--- config.mk ---
export PLATFORM = sky130hd
export DESIGN_NAME = game_flow_ctrl
export DESIGN_NICKNAME = d
export VERILOG_FILES = /design/src/rtl/game_flow_ctrl.sv
export SDC_FILE = /design/constraint.sdc
export NUM_CORES = 1
export LEC_CHECK = 0
export ABC_AREA = 1
export BUFFER_PORTS_ARGS = -buffer_cell sky130_fd_sc_hd__buf_2
export CAP_MARGIN = 5
export CORE_ASPECT_RATIO = 1.4
export CORE_MARGIN = 8
export CORE_UTILIZATION = 59
export DETAILED_ROUTE_END_ITERATION = 6
export PLACE_DENSITY = 0.82
export SYNTH_ARGS = -nofsm -noshare
export SYNTH_HDL_FRONTEND = slang
export SYNTH_SLANG_ARGS = --single-unit
--- constraint.sdc ---
create_clock -name clk -period 2.65 [get_ports clk]
set_input_delay 0 -clock clk [delete_from_list [all_inputs] [get_ports clk]]
set_output_delay 0 -clock clk [all_outputs]
set_load 0.02 [all_outputs]
--- src/rtl/game_flow_ctrl.sv ---
// Play-session sequencer: synchronizes frame strobe and keys, runs the
// idle/countdown/play/pause/result FSM and gates the song timer inputs.
module game_flow_ctrl #(
   parameter int FPS            = 60,
   parameter int COUNTDOWN_SECS = 3,
   parameter int RESULT_SECS    = 5
) (
   input  logic       clk,
   input  logic       reset,
   input  logic       new_frame,
   input  logic       start_key,
   input  logic       pause_key,
   input  logic       abort_key,
   input  logic       timer_stop,
   output logic       timer_frame,
   output logic       timer_start,
   output logic       timer_clear,
   output logic       frame_en,
   output logic [2:0] game_state,
   output logic [3:0] countdown
);

   localparam int FW = (FPS > 1) ? $clog2(FPS) : 1;

   typedef enum logic [2:0] {
      S_IDLE   = 3'd0,
      S_CD     = 3'd1,
      S_PLAY   = 3'd2,
      S_PAUSE  = 3'd3,
      S_RESULT = 3'd4
   } state_t;

   state_t        state_q, state_d;
   logic [FW-1:0] fcnt_q, fcnt_d;
   logic [3:0]    scnt_q, scnt_d;
   logic          tstart_q, tstart_d;
   logic [3:0]    sync1_q, sync2_q, hist_q;
   logic [3:0]    ev;
   logic          tick, start_ev, pause_ev, abort_ev;
   logic          wrap, last_sec;

   // History resets to 0, so a key held through reset yields one late event.
   always_ff @(posedge clk or negedge reset) begin
      if (!reset) begin
         sync1_q <= '0;
         sync2_q <= '0;
         hist_q  <= '0;
      end else begin
         sync1_q <= {abort_key, pause_key, start_key, new_frame};
         sync2_q <= sync1_q;
         hist_q  <= sync2_q;
      end
   end

   assign ev       = sync2_q & ~hist_q;
   assign tick     = ev[0];
   assign start_ev = ev[1];
   assign pause_ev = ev[2];
   assign abort_ev = ev[3];

   assign wrap     = tick && (fcnt_q == FW'(FPS - 1));
   assign last_sec = wrap && (scnt_q == 4'd1);

   always_comb begin
      state_d  = state_q;
      fcnt_d   = fcnt_q;
      scnt_d   = scnt_q;
      tstart_d = 1'b0;
      // Shared seconds/frames countdown, only consumed in COUNTDOWN and RESULT.
      if (tick && (state_q == S_CD || state_q == S_RESULT)) begin
         if (wrap) begin
            fcnt_d = '0;
            scnt_d = scnt_q - 4'd1;
         end else begin
            fcnt_d = fcnt_q + 1'b1;
         end
      end
      case (state_q)
         S_IDLE: begin
            if (start_ev) begin
               state_d = S_CD;
               scnt_d  = 4'(COUNTDOWN_SECS);
               fcnt_d  = '0;
            end
         end
         S_CD: begin
            if (abort_ev) begin
               state_d = S_IDLE;
            end else if (last_sec) begin
               state_d  = S_PLAY;
               tstart_d = 1'b1;
            end
         end
         S_PLAY: begin
            if (abort_ev) begin
               state_d = S_IDLE;
            end else if (timer_stop) begin
               state_d = S_RESULT;
               scnt_d  = 4'(RESULT_SECS);
               fcnt_d  = '0;
            end else if (pause_ev) begin
               state_d = S_PAUSE;
            end
         end
         S_PAUSE: begin
            if (abort_ev)      state_d = S_IDLE;
            else if (pause_ev) state_d = S_PLAY;
         end
         S_RESULT: begin
            if (abort_ev || start_ev || last_sec) state_d = S_IDLE;
         end
         default: state_d = S_IDLE;
      endcase
   end

   always_ff @(posedge clk or negedge reset) begin
      if (!reset) begin
         state_q  <= S_IDLE;
         fcnt_q   <= '0;
         scnt_q   <= '0;
         tstart_q <= 1'b0;
      end else begin
         state_q  <= state_d;
         fcnt_q   <= fcnt_d;
         scnt_q   <= scnt_d;
         tstart_q <= tstart_d;
      end
   end

   assign timer_frame = tick && (state_q == S_PLAY);
   assign frame_en    = timer_frame;
   assign timer_start = tstart_q;
   assign timer_clear = (state_q == S_IDLE);
   assign game_state  = state_q;
   assign countdown   = (state_q == S_CD) ? scnt_q : 4'd0;

endmodule

==> results.txt <==
The category of the most critical setup path was reg2reg. Clock-pin slew was measured on the worst setup and hold paths at 130 ps. For the finished layout cell area, the log shows 1470 µm².

The logs give 0 for the number of slew-limit violations in the final report and 2.06 mm for the placed wire-length estimate after detailed placement. In this run the worst setup path terminates at fcnt_q[2]. The tools report the overall power of the completed layout as 1.12 mW. Reported max-cap violation count: 0.

Routability-driven placement finished with a final weighted congestion of 0.820. The number of cells on the critical path is 8. The number of nets still failing antenna checks after routing is 0, and the clock insertion delay at the later pin of the skew report is 320 ps. The tools report the count of endpoints failing hold in the final timing report as 0. In this run the critical register-to-register path is launched from fcnt_q[0]. Across every metal layer, demand over resource in global routing totals 14.4%.

Clock tree synthesis selected as its root buffer the cell clkbuf_4. The power density normalized to cell area was 761 nW/µm². After synthesis, the cell types taking the most area are dfrtp_1 (50%), nand2_1 (12%), inv_1 (7.8%). Dividing the detail-routed wire length by the instance count gives 12.9 µm. The via count of the first global-routing pass is 1185. Data required time at the worst endpoint: 2890 ps.

For the effective utilization at floorplan, the log shows 60.8%. The tools report the endpoint type of the worst setup path as a flop. The logs give 172 for the number of filler cells placed in the layout and 1400 µm² for the area of placed instances. Endpoint of the worst register-to-register path: fcnt_q[2]. The pre-CTS setup slack came out at 1170 ps.

Count of TritonRoute iterations in the first routing pass: 4. The tools report the sum of overflow across all layers after global routing as 0. The area of all sequential standard cells was 651 µm²; the post-route fraction of the period consumed by the critical path was 57.6%.

The count of endpoints failing setup in the final report is 0, and the distinct cell type count after synthesis is 21. Cell with the largest stage delay on the worst path: dfrtp_1. Dividing the detail-routed via count by the number of cells gives 5.21. In the post-route analysis, the smallest setup slack over all paths is 1120 ps. The floorplan step set the die width to 55.6 µm. Across all register-to-register paths, the minimum setup slack is 1120 ps.

The number of remaining DRC errors is 0, and the met3 usage is 2.30%. The first global-routing pass estimated 4.79 mm of wire. 18 I/O pins were placed.

The clock sink count is 26, and the time the worst path needs with I/O delays and setup is 1530 ps. The worst hold path belongs to the class in2reg. The primary flip-flop cell chosen by synthesis mapping was dfrtp_1. Walking the worst path, the cells encountered are ha_1 > nand2_1 > nor2_1 > nand2_1 > inv_1 > nand2_2 > nand2_2 > nor3b_2. In this run, CTS created clock tree buffers numbering 3.

VDD sags by at most 0.520 mV. The number of synthesized flops with an enable pin was 0; the measured slew at the worst slew-check pin was 562 ps. Broken down by cell family, the worst path's largest delay share belongs to simple AND/OR/NAND/NOR gates. Summed over all layers, the routed wires come to 2.65 mm. Counting every instance in the synthesized netlist gives 160. The area of the multi-input gates was 526 µm². The number of setup buffers added after CTS is 0. The worst max-slew margin expressed relative to the limit was 62.6%. A synthesized cell averages 8.08 µm². Setup repair after global routing left no endpoint under its margin. The H-tree depth was 1; the synthesized area was 1290 µm². For the final worst clock skew, the log shows 13.4 ps. Synthesis inferred 26 register bits. From synthesis to final layout, the design area changed by 13.7%. The tools report the area enclosed by the die boundary as 3970 µm². For this run, the number of Yosys warnings is 0. The first-iteration detailed-routing DRC count came out at 25. For the worst flop-to-flop path, the logic depth is 8. Sequential cells were found to cover 50.3% of the synthesized design area.

The tools report the initial antenna violation count as 0. Counting along the longest clock path gives a buffer depth of 2. In the final timing run, aggregate negative setup slack is 0 ps. STA classifies the critical path startpoint as a flop. TritonCTS built the clock tree. The run gives 0.655 GHz as the peak clock frequency supported by timing. The die boundary height is 71.4 µm, and the share of final-layout standard cells stronger than drive strength 1 is 19.0%. The floorplan has 20 rows. Fraction of registers with async set or reset after synthesis: 100%. The top cell type by total area after synthesis was dfrtp_1. The arrival time reported for the critical path endpoint came out at 1770 ps. In this run the worst setup path begins at fcnt_q[0]. Of all nets on the critical path, the largest fanout is 5. The final layout net count was 196; the delay of the slowest cell on the worst path was 430 ps. In this run the static leakage power is 0.827 nW. The count of input and output buffers was 17; the total number of vias was 1074.

The repair_antennas step left the layout with diodes totalling 0. The global routing stage identified its most utilized layer as met2. The met1 capacity usage during global routing was 14.7%; the placeable core region was 2130 µm². The run finished with clean final reports. The tools report the number of nets produced by synthesis as 170.

The largest net degree at the start of global routing is 27. Global routing consumed, on the met2 layer, 25.9% of the routing resources. The number of buffer and inverter stages on the critical path was 1. For this run, the share of the core covered by cells in the final layout is 69.1%. After synthesis, the largest area contributor takes up 50.3% of total cell area.
-- repair_timing --
action / CTS / global route
resized for setup: 0 / 0
hold buffers: 5 / 0
hold endpoints to repair: 30 / 0
-- kinds of logic (layout without fill, tap and decap cells) --
logic type | Yosys count | count (layout) | synth area share (%)
AND/OR/NAND/NOR | 95 | 95 | 34.7
buffers and inverters | 30 | 54 | 9.00
flip-flops | 26 | 26 | 50.3
AO/OA/AOI/OAI | 4 | 4 | 1.74
adder cells (fa/ha/maj) | 3 | 3 | 2.90
XOR/XNOR | 2 | 2 | 1.36
-- worst min-delay path by stage --
stage / endpoint / slack (ps) / cells past startpoint / start
global route: scnt_q[2] / 110 / 5 / timer_stop
detailed placement: fcnt_q[2] / 30 / 1 / reset
CTS: scnt_q[2] / 30 / 5 / timer_stop
floorplan: fcnt_q[0] / -300 / 0 / reset
global placement: hist_q[0] / 10 / 1 / reset
finish: scnt_q[2] / 40 / 5 / timer_stop
-- through the flow --
step	cells	hold WS [ps]
2_1_floorplan	160	-296
6_report	206	40.9
5_1_grt	206	106
3_3_place_gp	198	13.4
3_5_place_dp	198	28.8
4_1_cts	206	31.3
-- metal layers --
metal	vias up	part of all wire, %
met5	-	0
met2	21	52
li1	535	-
met1	511	41
met4	0	3.1
met3	7	3.6
-- worst register-to-register path, stage by stage (launching register included) --
cell,delay [ps]
dfrtp_1,430
ha_1,250
nand2_1,70
nor2_1,60
nand2_1,130
inv_1,90
nand2_2,90
nand2_2,110
nor3b_2,220
-- area by class of cell --
cell class                 instances  area share (%)
clock buffer                       3            1.53
inverter                          29            7.40
multi-input combinational        104            35.7
sequential                        26            44.3
tap                               22            1.87
timing repair buffer              22            9.19
-- synth_stat cells (all sizes together), types with 2 or more instances --
library cell,count
dfrtp,26
ha,3
inv,29
nand2,45
nand3,15
nand4,3
nor2,25
nor3,4
nor3b,2
o21ai,2
xor2,2
-- cell usage in the layout (no fill, tap or decap) --
cell / instances
nand3_1: 14
nor3_1: 4
nand3b_1: 1
inv_1: 27
a21oi_1: 1
nand4_2: 1
nor3b_2: 2
nor2_1: 20
o211ai_1: 1
nand2_1: 41
dfrtp_1: 26
xor2_1: 2
nand4_1: 2
dlygate4sd3_1: 5
o21ai_0: 2
nand3_2: 1
nor2_4: 1
inv_2: 2
ha_1: 3
clkbuf_4: 3
buf_2: 17
nand2_2: 4
nor2_2: 4
-- state kept, by name (all words and copies together), names as in the netlist --
register     cells
fcnt_q           6
game_state       3
hist_q           4
scnt_q           4
sync1_q          4
sync2_q          4
timer_start      1
-- power by group --
group | switching, mW | internal (mW) | leakage [nW]
Combinational | 0.303 | 0.150 | 0.492
Clock | 0.110 | 0.0534 | 0.0138
Sequential | 0.0541 | 0.449 | 0.321
Total | 0.467 | 0.652 | 0.827
(Power assumes the default switching activity.)
